--- src/rtl/seg_defs.vh ---
// Seven-segment decode constants (active-high, gfedcba) and default scan timing.
// Pulled into seg_scan_driver_pkg so every file sees a single copy.
`ifndef SEG_DEFS_VH
`define SEG_DEFS_VH

localparam logic [6:0] SEG_0 = 7'h3F;
localparam logic [6:0] SEG_1 = 7'h06;
localparam logic [6:0] SEG_2 = 7'h5B;
localparam logic [6:0] SEG_3 = 7'h4F;
localparam logic [6:0] SEG_4 = 7'h66;
localparam logic [6:0] SEG_5 = 7'h6D;
localparam logic [6:0] SEG_6 = 7'h7D;
localparam logic [6:0] SEG_7 = 7'h07;
localparam logic [6:0] SEG_8 = 7'h7F;
localparam logic [6:0] SEG_9 = 7'h6F;
localparam logic [6:0] SEG_A = 7'h77;
localparam logic [6:0] SEG_B = 7'h7C;
localparam logic [6:0] SEG_C = 7'h39;
localparam logic [6:0] SEG_D = 7'h5E;
localparam logic [6:0] SEG_E = 7'h79;
localparam logic [6:0] SEG_F = 7'h71;

// 50 MHz system clock: 1 kHz per digit slot, 10 us dark gap between digits.
localparam int SCAN_DIV_DEF  = 50000;
localparam int BLANK_CYC_DEF = 500;

`endif

--- src/rtl/seg_scan_driver_pkg.sv ---
// Shared types, constants and polarity helpers for the seven-segment scan driver.
package seg_scan_driver_pkg;

  `include "seg_defs.vh"

  localparam int NUM_DIG = 6;
  localparam int DIG_W   = 4;

  typedef enum logic {
    PH_BLANK = 1'b0,
    PH_SHOW  = 1'b1
  } phase_t;

  function automatic logic [7:0] seg_drive(input logic [7:0] seg_hi, input logic act_low);
    return act_low ? ~seg_hi : seg_hi;
  endfunction

  function automatic logic [5:0] sel_drive(input logic [5:0] sel_hi, input logic act_low);
    return act_low ? ~sel_hi : sel_hi;
  endfunction

endpackage

--- src/rtl/seg7_decode.sv ---
// Hex nibble to active-high seven-segment pattern (bit 0 = a ... bit 6 = g).
module seg7_decode
  import seg_scan_driver_pkg::*;
(
  input  logic [3:0] i_nib,
  output logic [6:0] o_seg
);

  always_comb begin
    o_seg = SEG_0;
    unique case (i_nib)
      4'h0: o_seg = SEG_0;
      4'h1: o_seg = SEG_1;
      4'h2: o_seg = SEG_2;
      4'h3: o_seg = SEG_3;
      4'h4: o_seg = SEG_4;
      4'h5: o_seg = SEG_5;
      4'h6: o_seg = SEG_6;
      4'h7: o_seg = SEG_7;
      4'h8: o_seg = SEG_8;
      4'h9: o_seg = SEG_9;
      4'hA: o_seg = SEG_A;
      4'hB: o_seg = SEG_B;
      4'hC: o_seg = SEG_C;
      4'hD: o_seg = SEG_D;
      4'hE: o_seg = SEG_E;
      4'hF: o_seg = SEG_F;
    endcase
  end

endmodule

--- src/rtl/seg_scan_driver.sv ---
// Six-digit multiplexed seven-segment driver with per-slot blanking, frame-aligned
// input snapshots and optional leading-zero suppression of the hour-tens digit.
module seg_scan_driver
  import seg_scan_driver_pkg::*;
#(
  parameter int SCAN_DIV    = SCAN_DIV_DEF,
  parameter int BLANK_CYC   = BLANK_CYC_DEF,
  parameter bit SEG_ACT_LOW = 1'b1,
  parameter bit SEL_ACT_LOW = 1'b1
) (
  input  logic       clk_sys,
  input  logic       nRST,
  input  logic [3:0] disp_dat_0,
  input  logic [3:0] disp_dat_1,
  input  logic [3:0] disp_dat_2,
  input  logic [3:0] disp_dat_3,
  input  logic [3:0] disp_dat_4,
  input  logic [3:0] disp_dat_5,
  input  logic [5:0] dp_mask,
  input  logic       blank_en,
  output logic [7:0] seg,
  output logic [5:0] sel,
  output logic       frame_tick
);

  localparam int                PCNT_W     = $clog2(SCAN_DIV);
  localparam logic [PCNT_W-1:0] PCNT_LAST  = PCNT_W'(SCAN_DIV - 1);
  localparam logic [PCNT_W-1:0] BLANK_END  = PCNT_W'(BLANK_CYC);
  localparam logic [2:0]        IDX_LAST   = 3'(NUM_DIG - 1);
  localparam logic [7:0]        SEG_OFF    = SEG_ACT_LOW ? 8'hFF : 8'h00;
  localparam logic [5:0]        SEL_OFF    = SEL_ACT_LOW ? 6'h3F : 6'h00;
  localparam int                CAP_W      = NUM_DIG * DIG_W;

  logic [PCNT_W-1:0] r_pcnt;
  logic [2:0]        r_idx;
  logic [CAP_W-1:0]  r_s1;
  logic [CAP_W-1:0]  r_s2;
  logic [CAP_W-1:0]  r_shadow;
  logic [7:0]        r_seg;
  logic [5:0]        r_sel;
  logic              r_frame_tick;

  logic [CAP_W-1:0]  w_din;
  logic              w_slot_end;
  logic              w_frame_end;
  phase_t            w_phase;
  logic [5:0]        w_onehot;
  logic              w_dp;
  logic [3:0]        w_cur_nib;
  logic [6:0]        w_dec;
  logic              w_lz_blank;
  logic [7:0]        w_seg_hi;
  logic [5:0]        w_sel_hi;
  logic [3:0]        w_shadow_dig [8];

  assign w_din = {disp_dat_5, disp_dat_4, disp_dat_3, disp_dat_2, disp_dat_1, disp_dat_0};

  assign w_slot_end  = (r_pcnt == PCNT_LAST);
  assign w_frame_end = w_slot_end && (r_idx == IDX_LAST);
  assign w_phase     = (r_pcnt < BLANK_END) ? PH_BLANK : PH_SHOW;

  // Padded to 8 entries so any 3-bit slot index selects a defined digit.
  generate
    for (genvar gi = 0; gi < 8; gi++) begin : g_dig
      if (gi < NUM_DIG) begin : g_real
        assign w_shadow_dig[gi] = r_shadow[gi*DIG_W +: DIG_W];
      end else begin : g_pad
        assign w_shadow_dig[gi] = 4'h0;
      end
    end
    for (genvar gi = 0; gi < NUM_DIG; gi++) begin : g_sel
      assign w_onehot[gi] = (r_idx == 3'(gi));
    end
  endgenerate

  assign w_cur_nib  = w_shadow_dig[r_idx];
  assign w_dp       = |(dp_mask & w_onehot);
  assign w_lz_blank = blank_en && (r_idx == IDX_LAST) && (w_shadow_dig[NUM_DIG-1] == 4'h0);

  seg7_decode u_decode (
    .i_nib (w_cur_nib),
    .o_seg (w_dec)
  );

  always_comb begin
    w_seg_hi = 8'h00;
    w_sel_hi = 6'h00;
    if (w_phase == PH_SHOW) begin
      w_sel_hi = w_onehot;
      w_seg_hi = {w_dp, (w_lz_blank ? 7'h00 : w_dec)};
    end
  end

  always_ff @(posedge clk_sys or negedge nRST) begin
    if (!nRST) begin
      r_pcnt       <= '0;
      r_idx        <= '0;
      r_s1         <= '0;
      r_s2         <= '0;
      r_shadow     <= '0;
      r_seg        <= SEG_OFF;
      r_sel        <= SEL_OFF;
      r_frame_tick <= 1'b0;
    end else begin
      r_pcnt <= w_slot_end ? '0 : r_pcnt + 1'b1;
      if (w_slot_end) begin
        r_idx <= (r_idx == IDX_LAST) ? '0 : r_idx + 1'b1;
      end
      r_s1 <= w_din;
      r_s2 <= r_s1;
      // Only take a snapshot that held for two consecutive samples; a torn
      // multi-bit transfer keeps the previous frame's values instead.
      if (w_frame_end && (r_s1 == r_s2)) begin
        r_shadow <= r_s1;
      end
      r_seg        <= seg_drive(w_seg_hi, SEG_ACT_LOW);
      r_sel        <= sel_drive(w_sel_hi, SEL_ACT_LOW);
      r_frame_tick <= w_frame_end;
    end
  end

  assign seg        = r_seg;
  assign sel        = r_sel;
  assign frame_tick = r_frame_tick;

endmodule

--- config.mk ---
export PLATFORM = sky130hd
export DESIGN_NAME = seg_scan_driver
export DESIGN_NICKNAME = d
export VERILOG_FILES = /design/src/rtl/seg_scan_driver_pkg.sv /design/src/rtl/seg7_decode.sv /design/src/rtl/seg_scan_driver.sv
export VERILOG_INCLUDE_DIRS = /design/src /design/src/rtl
export SDC_FILE = /design/constraint.sdc
export NUM_CORES = 1
export LEC_CHECK = 0
export ABC_CLOCK_PERIOD_IN_PS = 7600
export CAP_MARGIN = 20
export CORE_MARGIN = 2
export CORE_UTILIZATION = 25
export DETAILED_ROUTE_END_ITERATION = 8
export PLACE_DENSITY = 0.52
export SKIP_LAST_GASP = 1
export SLEW_MARGIN = 20
export SYNTH_ARGS = -nofsm -noshare
export SYNTH_HDL_FRONTEND = slang
export SYNTH_HIERARCHICAL = 1
export SYNTH_SLANG_ARGS = --single-unit
--- constraint.sdc ---
create_clock -name clk_sys -period 7.6 [get_ports clk_sys]
set_input_delay 0.76 -clock clk_sys [delete_from_list [all_inputs] [get_ports clk_sys]]
set_output_delay 0.76 -clock clk_sys [all_outputs]
set_load 0.1 [all_outputs]
* Word-level counts from Yosys, hierarchy flattened
Memories as Yosys holds them, arrays and structs flattened.
Cells that the tools add are included.
** Cells by class
- Reduce and logical (&&, ||, !) cells :: 7
- $add $sub $neg :: 2
- Bitwise operators :: 4
- Order comparisons :: 2
- Mux-type cells :: 8
- Equality and inequality tests :: 7
** Operator list (number)
- 24-bit == test :: 1
- 16-bit by 1-bit adder with 16-bit output (second input constant) :: 1
- 16-bit == test (second input constant) :: 1
- 16-bit by 9-bit less-than comparator with 1-bit output (second input constant) :: 1
- 16-bit 2-to-1 mux :: 1
- 4-bit binary-select mux with 3-bit select :: 1
- 4-bit 2-to-1 mux :: 2
- 8-bit 2-to-1 mux :: 1
- 8-bit inverter :: 1
- 7-bit 2-to-1 mux :: 1
- 6-bit AND :: 1
- 3-bit by 2-bit == test with 1-bit output (second input constant) :: 2
- 3-bit == test (second input constant) :: 2
- 6-bit 2-to-1 mux :: 1
- 6-bit inverter :: 1
- 6-bit OR reduction :: 1
- 4-bit greater-or-equal comparator (second input constant) :: 1
- 1-bit logical AND :: 4
- 4-bit logical NOT :: 1
- 3-bit inverter with 4-bit output :: 1
- 3-bit by 1-bit adder with 3-bit output (second input constant) :: 1
- 3-bit by 1-bit == test with 1-bit output (second input constant) :: 1
- 3-bit logical NOT :: 1
- 3-bit 2-to-1 mux :: 1
** Storage, ports and cells
- Output and inout port bits :: 15
- Input port bits :: 33
- Register bits :: 106
- Bits in read-only memories :: 112
- Memories kept :: 1
- Logic and storage cells :: 39
** Memory list
- (name not given) :: words 16, bits a word 7, read ports 1, clocked after Yosys merged registers in 0, wr ports 0, RTL line seg7_decode.sv:11 : unique case (i_nib)

* Longest topological paths before layout
Gate-level depths: netlist (run 1).
An unclocked memory read counts as a cell.
- Depth in word-level cells :: 8
- Mapped depth :: 9
- Depth with buffers taken out :: 8

* Hierarchy
The synthesis (run 1) kept the hierarchy.
** By module, submodules not included
- seg_scan_driver :: area an instance 4076.4 sq um, instances 1, cells each 281
- seg7_decode :: area an instance 287.8 sq um, instances 1, cells each 33

* Worst setup path before layout (run 1)
Ideal clock, no wire load.
- Path type :: reg2reg
- Start point :: reg r_idx[0]
- End point :: reg r_seg[3] (netlist: seg[3])
- Slack :: 5.034 ns
- Stages on the path, launching flop included :: 9
- Clock period less this slack :: 2.566 ns
- Arrival :: 2.501 ns
- Cell sequence :: dfrtp_1 -> clkbuf_1 -> buf_1 -> mux2i_1 -> o21ai_0 -> inv_1 -> ha_1 -> mux4_1 -> nand2_1
** On the way
- Cells in the longest elaborated chain, start to end :: 8
** RTL lines
- start, declared :: RTL line seg_scan_driver.sv:35 : logic [2:0] r_idx;
- start signal, assigned :: RTL line seg_scan_driver.sv:107 : r_idx <= (r_idx == IDX_LAST) ? '0 : r_idx + 1'b1;
- 3-bit inverter with 4-bit output (not written as such) :: RTL line seg_scan_driver.sv:76 : assign w_cur_nib = w_shadow_dig[r_idx];
- 4-bit binary-select mux with 3-bit select :: RTL line seg_scan_driver.sv:76
- 4-bit 2-to-1 mux (not written as such) (2 in series) :: RTL line seg_scan_driver.sv:76
- via w_cur_nib[1] :: RTL line seg_scan_driver.sv:49 : logic [3:0] w_cur_nib;
- memory read 16 x 7 bit
- via w_dec[3] :: RTL line seg_scan_driver.sv:50 : logic [6:0] w_dec;
- 7-bit 2-to-1 mux :: RTL line seg_scan_driver.sv:90 : w_seg_hi = {w_dp, (w_lz_blank ? 7'h00 : w_dec)};
- 8-bit 2-to-1 mux :: RTL line seg_scan_driver.sv:88 : if (w_phase == PH_SHOW) begin
- 8-bit inverter :: RTL line seg_scan_driver_pkg.sv:15 : return act_low ? ~seg_hi : seg_hi;
- end signal, assigned :: RTL line seg_scan_driver.sv:116 : r_seg <= seg_drive(w_seg_hi, SEG_ACT_LOW);
- end, declared :: RTL line seg_scan_driver.sv:39 : logic [7:0] r_seg;
The timed path passes the listed nets, and every way through them passes these cells. The select of a mux whose other input is x is not followed.
A chain may end at the register's enable or synchronous reset.

* Final worst setup path (run 1)
Ends and elaborated chain as after synthesis.

==> results of run 1 <==
report_power, final:
part           internal [W]  switching [W]  total [W]
combinational     0.0000238      0.0000172  0.0000411
sequential         0.000577      0.0000100   0.000587
clock              0.000256       0.000200   0.000456
metal layers:
layer / share of wire [%] / wire, microns / up-vias / track usage [%]
met2: 46 / 3678 / 57 / 14.43
met1: 48 / 3870 / 1229 / 12.67
met5: 0 / 0 / - / 0
li1: - / - / 1182 / -
met3: 5.7 / 457 / 6 / 3.803
met4: 0.42 / 34 / 0 / 2.431
placed cells by master, fill, tap and decap left out, types with 2 or more instances in the layout:
| master | count |
|---|---|
| a21oi_1 | 5 |
| and2_1 | 2 |
| and3_1 | 4 |
| buf_4 | 3 |
| clkbuf_1 | 3 |
| clkbuf_16 | 9 |
| clkdlybuf4s50_1 | 46 |
| dfrtp_1 | 92 |
| dfstp_2 | 14 |
| ha_1 | 9 |
| inv_1 | 6 |
| mux2_2 | 9 |
| mux2_4 | 20 |
| mux2i_1 | 7 |
| mux4_2 | 4 |
| nand2_1 | 24 |
| nand2b_1 | 2 |
| nand3_1 | 11 |
| nand4_1 | 8 |
| nor2_1 | 18 |
| nor2b_1 | 2 |
| nor3_1 | 6 |
| o21ai_0 | 6 |
| xnor2_1 | 30 |
| xor2_1 | 9 |
kinds of logic (layout without fill, tap and decap cells):
logic type	count (synthesis)	count (layout)	synth area share (%)
flops	106	106	61.18
simple gates	87	87	10.72
mux	41	41	13.48
xor+xnor	39	39	7.827
compound gates	17	17	2.351
buf+inv	15	72	1.863
fa+ha+maj	9	9	2.580
sequential cells by signal, summed over array words and instances (netlist names):
name / cells
frame_tick: 1
r_idx: 3
sel: 6
r_shadow: 24
seg: 8
r_s1: 24
r_s2: 24
r_pcnt: 16
metrics by stage:
stage               setup WS [ns]  utilization (%)  hold WS [ns]
CTS                         4.727            31.21        0.3354
global placement            4.889            29.54        0.4126
global route                4.513            31.21        0.3546
floorplan                   5.034                -        0.3893
finish                      4.769            31.21        0.3257
detailed placement          4.765            29.54        0.4134
layout make-up:
class                      instances  area, sq um
tap                              225        281.5
inverter                           7        26.28
timing repair buffer              49        483.0
multi-input combinational        193         1613
sequential                       106         2670
clock inverter                     4        51.30
clock buffer                      12        236.5
fill                            1743        11820
path summary, 6_finish.rpt:
| path | start | end | slack, ns | depth (start not counted) |
|---|---|---|---|---|
| max | r_idx[0] | seg[3] | 4.77 | 8 |
| min | nRST | r_pcnt[5] | 0.33 | 1 |
| max reg2reg | r_idx[0] | seg[3] | 4.77 | 8 |
| min reg2reg | r_s1[6] | r_s2[6] | 0.42 | 0 |
| max in group asynchronous | nRST | r_s2[17] | 6.00 | 2 |
| min in group clk_sys | r_s1[6] | r_s2[6] | 0.42 | 0 |
==> metrics.md, run 1 <==
| Metric | Value |
|---|---|
| Status | completed |
| Ys flop type | dfrtp_1 |
| Hpwl dp | 5674 microns |
| Residual DRC | 0 |
| WP data required | 7.88 ns |
| Register area share after synthesis | 61.18% |
| Crit path time final | 2.831 ns |
| Top cells by area, synth | dfrtp_1 53%, dfstp_2 8.4%, mux2_4 6.9% |
| H-tree depth | 3 |
| Syn avg cell area | 13.90 sq um |
| ANT cells | 0 |
| Die H | ~140 microns |
| Port Buffers | 47 |
| Crit Path Max Fanout | 18 |
| First-pass GRT wire length | 13,630 microns |
| Number of synthesized flops with an enable pin | 0 |
| IO Pins | 48 |
| DRT Wirelength | approximately 8000 microns |
| Final worst path period share | 37.24% |
| Hold WC Path Type | in -> async |
| Cells after synthesis | around 310 |
| P per Cell Area | 202.3 mW/mm^2 |
| Pin count of the biggest net entering global routing | between 70 and 80 |
| Yosys cell types | 42 |
| Worst Skew | 0.009594 ns |
| Ys async rst share | 100.0% |
| Vias per cell | 4.151 |
| Synth top area share | 52.75% |
| Clk slew on worst S/H paths | 0.07 ns |
| Row count | between 40 and 50 |
| Most numerous cell in the Yosys netlist | dfrtp_1 |
| P&R area growth vs syn | 22.85% |
| GP Congestion | 0.8043 |
| Highest Clock Rate | 353.3 MHz |
| CTS root buffer | clkbuf_16 |
| Post-CTS Hold Fix Bufs | 0 |
| Critical path type | reg -> reg |
| Clock Tree Buf Depth | 2 |
| DRT Pass-1 Iters | 4 |
| Worst VDD drop | 0.1183 mV |
| Final Hold Vio Count | 0 |
| Placed Cells | 580 |
| CTS Buf Count | 9 |
| Die width | 136.1 microns |
| Endpoint class of the critical path | flip-flop |
| # resized after CTS | 0 |
| Tot Pwr | approximately 0.0011 W |
| Max Cap Violations | 0 |
| Syn Std Cell Area | 0.004364 sq mm |
| Total die area | 0.01853 sq mm |
| Least-Margin Pin Slew | 0.9783 ns |
| Worst relative slew slack | 34.58% |
| WP buf/inv | 2 |
| Initial DRC Count | about 130 |
| Initial antenna violation count | 0 |
| Vias in the first global route | 2,578 |
| Arrival @ worst endpoint | 3.11 ns |
| Via count | 2,474 |
| Synth cell count leaders | 92 x dfrtp_1, 30 x xnor2_1, 24 x nand2_1 |
| Final Instance Area | around 0.0054 sq mm |
| Cell breakdown of the critical path | mux4_2 -> nand2_1 -> o21ai_0 -> inv_1 -> ha_1 -> inv_1 -> mux4_1 -> nand2_1 |
| Total global-route track usage | 9.516% |
| DRT antenna net count | 0 |
| CP startpoint kind | flip-flop |
| Area leader, netlist | dfrtp_1 |
| Final slew viol count | 0 |
| Crit path largest cell delay | 0.82 ns |
| Clock latency on the worst-skew pair | 0.35 ns |
| Top cell family by delay on the critical path | multiplexers |
| CTS tree | built |
| Clk sink count | 106 |
| Grt ovf | 0 |
| Synth Net Count | 356 |
| Placed Area | 0.005074 sq mm |
| Layout Nets | between 400 and 500 |
| Non-filler cells, final | 596 |
| LEAKAGE | roughly 2.3 nW |
| RSZ-0062 raised after global routing | false |
| FF+latch count, synth | 106 |
| Setup_tns | 0 ns |
| Ys Warns | 6 |
| Post-CTS Setup Inserts | 0 |
| Core Area | 0.01718 sq mm |
| Setup-failing EPs final | 0 |
| WL/cell | ~13 microns |
| Critical Path Slowest Stage Cell | dfrtp_1 |
| Layout cells sized above 1 | between 10% and 20% |
| Initial core utilization | between 20% and 30% |
No activity file was read; power rests on OpenSTA's default activity.
==> run 2, diff against run 1 <==
--- a/config.mk
+++ b/config.mk
@@ -6,7 +6,7 @@
 export SDC_FILE = /design/constraint.sdc
 export NUM_CORES = 1
 export LEC_CHECK = 0
-export ABC_CLOCK_PERIOD_IN_PS = 7600
+export ABC_CLOCK_PERIOD_IN_PS = 2800
 export CAP_MARGIN = 20
 export CORE_MARGIN = 2
 export CORE_UTILIZATION = 25
==> constraint.sdc (replaced) <==
create_clock -name clk_sys -period 2.8 [get_ports clk_sys]
set_input_delay 0.28 -clock clk_sys [delete_from_list [all_inputs] [get_ports clk_sys]]
set_output_delay 0.28 -clock clk_sys [all_outputs]
set_load 0.1 [all_outputs]
==> run 2 against run 1 <==
Against the previous run: flip-flop and latch count is the same; sequential power rose to 2.7 times the previous value; worst setup slack worse by 4.5 ns; maximum frequency grew 14%; clock skew grew 0.0015 ns; critical endpoint unchanged.
==> metrics.md, run 2 (synthesis results as in run 1) <==
| Metric | Value |
|---|---|
| Status | completed |
| Most common cell after layout, fill and taps aside | dfrtp_1 |
| Critical Path Slowest Stage Cell | dfrtp_1 |
| Crit path time final | 2.487 ns |
| WP buf/inv | 1 |
| Endpoint class of the critical path | flip-flop |
| CTS Buf Count | 9 |
| Worst relative slew slack | 50.82% |
| Row count | 48 |
| CTS root buffer | clkbuf_16 |
| Clock power frac | 44.0% |
| Comb power frac | 3.8% |
| Part of the power in registers | 52.2% |
| Hpwl dp | 5848 microns |
| Total die area | approximately 0.019 sq mm |
| Layout Nets | 414 |
| Clock latency on the worst-skew pair | 0.34 ns |
| RSZ-0062 raised after global routing | false |
| Final slew viol count | 0 |
| Vias in the first global route | approximately 2,600 |
| Highest Clock Rate | 402.1 MHz |
| P&R area growth vs syn | 24.17% |
| CP startpoint kind | flip-flop |
| Crit Path Max Fanout | 12 |
| Switching share of power | 20.41% |
| DRT Pass-1 Iters | 5 |
| First-pass GRT wire length | roughly 14,000 microns |
| Die width | between 100 and 150 microns |
| Initial antenna violation count | 0 |
| Final Hold Vio Count | 0 |
| Final worst path period share | 88.82% |
| WL/cell | 13.23 microns |
| LEAKAGE | 2.314 nW |
| H-tree depth | 3 |
| Top Registers | r_s1: 24 flops, r_s2: 24 flops, r_shadow: 24 flops |
| Core Area | between 0.015 and 0.02 sq mm |
| Hold WC Path Type | in -> reg |
| DRT Wirelength | between 7000 and 8000 microns |
| WP data required | 3.07 ns |
| Total global-route track usage | a little under a tenth |
| Max Cap Violations | 0 |
| Least-Margin Pin Slew | 0.7275 ns |
| Residual DRC | 0 |
| Worst VDD drop | 0.2736 mV |
| P per Cell Area | 563.4 mW/mm^2 |
| Critical path type | reg -> reg |
| Setup_tns | 0 ns |
| IO Pins | 48 |
| NetSw | 0.0006233 W |
| Port Buffers | 47 |
| Worst Skew | 0.01112 ns |
| Placed Cells | 585 |
| Arrival @ worst endpoint | approximately 2.8 ns |
| Clock Tree Buf Depth | 2 |
| Crit path largest cell delay | 0.55 ns |
| # resized after CTS | 0 |
| Setup-failing EPs final | 0 |
| Cell breakdown of the critical path | nand2b_1 -> o21ai_0 -> inv_1 -> ha_1 -> mux4_1 -> nand2_1 |
| Via count | between 2,000 and 2,500 |
| Pin count of the biggest net entering global routing | 49 |
| Grt ovf | 0 |
| DRT antenna net count | 0 |
| Tot Pwr | 0.003053 W |
| CTS tree | built |
| Initial core utilization | 25.41% |
| Layout fillers | 1,745 |
| Die H | 136.1 microns |
| Layout cells sized above 1 | approximately 24% |
| Non-filler cells, final | 602 |
| ANT cells | 0 |
| GP Congestion | 0.7649 |
| Vias per cell | slightly above 4 |
| Initial DRC Count | ~150 |
| Clk slew on worst S/H paths | 0.07 ns |
| Clk sink count | about 110 |
| Commonest cells after routing, fill and taps aside | 92 x dfrtp_1, 31 x clkdlybuf4s50_1, 30 x xnor2_1 |
| Top cell family by delay on the critical path | flip-flops |
| Internal | 0.002430 W |
[run 2: worst paths after layout]
check,to,slack [ns],start,depth (start not counted)
worst min-delay path,r_s1[18],0.37,disp_dat_4[2],1
worst max register to register,seg[3],0.31,r_idx[1],6
min in group asynchronous,r_pcnt[13],0.43,nRST,2
worst min register to register,r_s2[18],0.42,r_s1[18],0
worst max-delay path,seg[3],0.31,r_idx[1],6
max in group asynchronous,r_shadow[19],1.65,nRST,3
[run 2: per-layer routing]
| metal | vias to the layer above | part of all wire, % | global-route usage (%) |
|---|---|---|---|
| met5 | - | 0 | 0 |
| met3 | 11 | 4.7 | 2.796 |
| li1 | 1195 | - | - |
| met4 | 0 | 1.3 | 3.241 |
| met1 | 1234 | 49 | 12.84 |
| met2 | 52 | 45 | 14.13 |
[run 2: repair_timing]
item	CTS	global route
hold buffers	1	0
hold endpoints to repair	17	0
setup buffers	0	0
[run 2: final cells by class]
class | instances | area [sq um] | area share, %
Clock buffer | 10 | 229.0 | 4.225
Clock inverter | 6 | 96.34 | 1.778
Inverter | 7 | 26.28 | 0.4849
Tap cell | 225 | 281.5 | 5.195
Timing Repair Buffer | 55 | 503.0 | 9.282
Multi-Input combinational cell | 193 | 1613 | 29.76
Sequential cell | 106 | 2670 | 49.27
[run 2: power by group through the flow]
stage / registers (W) / clock network, W / logic [W]
after floorplan: 0.00162 / 0 / 0.0000345
after global placement: 0.00162 / 0 / 0.000119
after detailed placement: 0.00162 / 0 / 0.000120
after CTS: 0.00159 / 0.00139 / 0.000122
after global routing: 0.00160 / 0.00145 / 0.000132
final: 0.00159 / 0.00134 / 0.000117
[run 2: through the flow]
step / worst slack (ns) / area, sq um / utilization [%] / hold slack, ns
finish: 0.3131 / 5419 / 31.55 / 0.3746
global route: 0.1822 / 5419 / 31.55 / 0.3594
CTS: 0.3181 / 5419 / 31.55 / 0.3643
detailed placement: 0.3705 / 5084 / 29.60 / 0.2590
global placement: 0.5107 / 5079 / 29.57 / 0.2509
floorplan: 0.2343 / 4364 / - / -0.01559
==> run 3, diff against run 2 <==
--- a/config.mk
+++ b/config.mk
@@ -10,6 +10,7 @@
 export CAP_MARGIN = 20
 export CORE_MARGIN = 2
 export CORE_UTILIZATION = 25
+export CTS_CLUSTER_SIZE = 12
 export DETAILED_ROUTE_END_ITERATION = 8
 export PLACE_DENSITY = 0.52
 export SKIP_LAST_GASP = 1
==> results of run 3 <==
The final DEF is identical to that of run 2; final timing and power are the same.
==> patch 1 (settings of run 3) <==
The output `frame_tick` loses its register stage (`r_frame_tick` becomes a continuous assignment).
--- a/src/rtl/seg_scan_driver.sv
+++ b/src/rtl/seg_scan_driver.sv
@@ -100,7 +100,6 @@
       r_shadow     <= '0;
       r_seg        <= SEG_OFF;
       r_sel        <= SEL_OFF;
-      r_frame_tick <= 1'b0;
     end else begin
       r_pcnt <= w_slot_end ? '0 : r_pcnt + 1'b1;
       if (w_slot_end) begin
@@ -115,9 +114,10 @@
       end
       r_seg        <= seg_drive(w_seg_hi, SEG_ACT_LOW);
       r_sel        <= sel_drive(w_sel_hi, SEL_ACT_LOW);
-      r_frame_tick <= w_frame_end;
     end
   end
+
+  assign r_frame_tick = w_frame_end;
 
   assign seg        = r_seg;
   assign sel        = r_sel;
Formal check against the unedited RTL: no difference found for any inputs over 10 cycles, from zero or initial values and one cycle with nRST low; that may be too few to reach the edited logic, so the function may still have changed.
==> patch 1 against run 3 <==
Synthesized cell count fell by 0.32%; hold slack got worse by 0.0085 ns; cell area fell by 0.44%; setup slack improved by 0.072 ns; cell count fell by 0.33%; area after synthesis fell by 0.57%; power fell by 0.80%; sequential cell count fell by 1; wire length rose by 4.2%; highest routed layer unchanged.
==> patch 1: results (changes against run 3) <==
Status
  • Status: finished clean

Layout
  • Nets: 413 (-0.24%)
  • Fill cells: 1,707 (-2.2%)
  • Clock buffer count: 12 (+2)
  • Layout cells sized above 1: 23.73% (-0.40 points)
  • Seq area share: 49.03% (-0.25 points)
  • Layout Cells excl Fill: 600 (-0.33%)
  • Non-clk buf share: 9.601% (+0.32 points)
  • Final non-filler cell area: 5395 µm² (-0.44%)

Setup path
  • R2R cell count: 7 (+1)
  • CP max FO: 14 (+2)
  • Top delay family on crit path: multiplexers
  • R2r startpoint: r_idx[0]

Logic synthesis
  • Top post-synthesis cells by count: dfrtp_1 (91), xnor2_1 (30), nand2_1 (24)
  • Syn_nets: 355 (-0.28%)
  • Post-Synthesis Cells: 313 (-0.32%)
  • Sequential element share of the synthesized area: 60.96% (-0.22 points)

Placement
  • Global placement routability congestion: 0.8069 (+5.5%)
  • Dpl cell area: 5074 µm² (-0.20%)

Detailed routing
  • Met1 wire length: 4065 µm (+3.5%)
  • Routed len/inst: 13.84 µm (+4.6%)
  • Vias per cell: 4.020 (-2.9%)
  • Met3 Routed Length: 422 µm (+13%)
  • DRT iter0 DRCs: 167 (+14%)

GRT
  • M3 GR Usage: 3.404% (+0.61 points)
  • M1 GR Usage: 13.39% (+0.54 points)
  • Largest net degree at the start of global routing: 54 (+10%)
  • Met2 usage in global routing: 14.98% (+0.86 points)
  • Global-route wire length before repair: 14,030 µm (+3.2%)
  • Gr usage total: 10.06% (+0.68 points)

Floorplanning
  • Core ar.: 17,120 µm² (-0.35%)

STA
  • Rel. slew slack: 48.81% (-2.0 points)
  • Setup Skew: 0.007372 ns (-0.003745 ns)

Pwr
  • Pleak: 2.304 nW (-0.41%)
  • Sw Share: 20.00% (-0.41 points)
  • VDD IR-drop max: 0.2970 mV (+8.6%)
## patch 1: cells by family after synthesis
kind of cell,count (synthesis),share of synthesized area (%)
compound gates,17,2.365
xor+xnor,39,7.872
fa+ha+maj,9,2.595
simple gates,87,10.78
flops,105,60.96
buf+inv,15,1.874
mux,41,13.55
## patch 1: repair_timing
item | in CTS | in global routing
endpoints found under the setup margin | 0 | 0
endpoints found under the hold margin | 7 | 0
hold buffers | 1 | 0
gates resized for setup | 0 | 0
## patch 1: worst max path at each step
stage              from         end  slack [ns]  depth (start not counted)
3_3_place_gp   r_idx[0]      seg[3]        0.49                          7
6_report       r_idx[0]      seg[3]        0.38                          7
3_5_place_dp   r_idx[0]      seg[3]        0.38                          7
5_1_grt        r_idx[0]      seg[3]        0.16                          7
4_1_cts        r_idx[0]      seg[3]        0.34                          7
2_1_floorplan  r_idx[0]  frame_tick        0.14                          4
==> patch 2 (flow settings as in run 3) <==
Made on the original files. `SCAN_DIV_DEF`: 50000 -> 100000.
--- a/src/rtl/seg_defs.vh
+++ b/src/rtl/seg_defs.vh
@@ -21,7 +21,7 @@
 localparam logic [6:0] SEG_F = 7'h71;
 
 // 50 MHz system clock: 1 kHz per digit slot, 10 us dark gap between digits.
-localparam int SCAN_DIV_DEF  = 50000;
+localparam int SCAN_DIV_DEF  = 100000;
 localparam int BLANK_CYC_DEF = 500;
 
 `endif
Check against the original RTL: same outputs for any inputs over 10 cycles, from zero or initial values and one cycle with nRST low; that may be too few to reach the edited logic, so the function may still have changed.
==> patch 2 against run 3 <==
Sequential cell count up 1; setup slack better by 0.12 ns; wire length up 1.5%; power down 4.0%; non-clock buffer count up 1; cell area up 0.46%; area after synthesis up 1.3%.
==> patch 2: results (changes against run 3) <==
Layout
  • Nets: 420 (+1.4%)
  • P&R area growth vs syn: 23.19%

STA
  • Slew of the pin with the lowest slew margin: 0.5961 ns (-0.1314 ns)
  • Worst hold margin: 0.3673 ns (-0.007285 ns)
  • Setup Skew: 0.01038 ns (-0.0007369 ns)

Status
  • Status: finished clean

Setup path
  • R2r setup slk: 0.43 ns (+0.12 ns)
  • WP data arrival: 2.65 ns (-0.11 ns)

GRT
  • Gr usage total: 9.834% (+0.46 points)
  • Largest net degree at the start of global routing: 47 (-4.1%)
  • Vias in the first global route: 2,655 (+1.6%)
  • Global-route wire length before repair: 14,060 µm (+3.5%)

Placement
  • Detailed Place HPWL: 5868 µm (+0.35%)
  • Dpl cell area: 5146 µm² (+1.2%)
  • Pre-CTS setup slack: 0.4559 ns (+0.08539 ns)

Pwr
  • VDD IR-drop max: 0.3051 mV (+12%)

Detailed routing
  • DRT iter0 DRCs: 150 (+2.7%)
  • Via count: 2,505 (+0.52%)
  • Router iterations before antenna repair: 4 (-1)
  • Vias per cell: 4.120 (-0.47%)

Logic synthesis
  • Sequential element share of the synthesized area: 60.99% (-0.20 points)
  • Syn_nets: 362 (+1.7%)
  • Yosys cell types: 40 (-4.8%)
  • Largest cells by area after synthesis: dfrtp_1 (53%), dfstp_2 (8.3%), mux2_4 (6.8%), xnor2_1 (6.7%), ha_1 (2.5%)
  • Post-Synthesis Cells: 320 (+1.9%)
  • Top post-synthesis cells by count: dfrtp_1 (93), xnor2_1 (34), nand2_1 (25)
[patch 2: changes by cell type after synthesis, moves of 2 or more]
cell             run 3  this run
inv_1                6         8
nor4_1               1         6
xnor2_1             30        34
clkbuf_1             2         4
nor3_1               6         4
xor2_1               9         6
and3_1               4         2
[patch 2: final timing paths]
check / depth (start not counted) / end / startpoint
min in group asynchronous: 2 / r_s1[11] / nRST
max in group asynchronous: 3 / r_s2[3] / nRST
hold / removal: 1 / r_s1[5] / disp_dat_1[1]
setup reg to reg: 6 / seg[3] / r_idx[1]
setup / recovery: 6 / seg[3] / r_idx[1]
hold reg to reg: 0 / r_s2[15] / r_s1[15]
[patch 2: area by class of cell]
cell class                      instances  area share (%)
Clock buffer                           11           4.643
Clock inverter                          5          0.6435
Inverter                                8          0.5516
Multi-Input combinational cell        196           30.06
Sequential cell                       107           49.51
Tap cell                              225           5.171
Timing Repair Buffer                   56           9.423
[patch 2: what timing repair did]
action | CTS | global route
hold buffers | 1 | 0
gates resized for setup | 0 | 0
hold endpoints to repair | 44 | 0
[patch 2: kinds of logic (layout without fill, tap and decap cells)]
group,count (synthesis),in the layout,share of synthesized area (%)
mux,42,42,13.56
compound gates,16,16,2.209
fa+ha+maj,9,9,2.548
simple gates,89,89,10.79
flops,107,107,60.99
buf+inv,17,80,1.982
xor+xnor,40,40,7.928
[patch 2: where the power goes]
part	switching [W]	total [W]	internal, W
clock network	0.000552	0.00121	0.000655
logic	0.0000478	0.000116	0.0000685
registers	0.0000265	0.00161	0.00158
total	0.000626	0.00293	0.00230
[patch 2: metal layers]
metal	vias up	track usage [%]	part of all wire, %
met5	-	0	0
met4	0	3.436	1.5
met3	11	3.630	5.1
met2	55	14.48	45
met1	1225	13.26	49
li1	1214	-	-
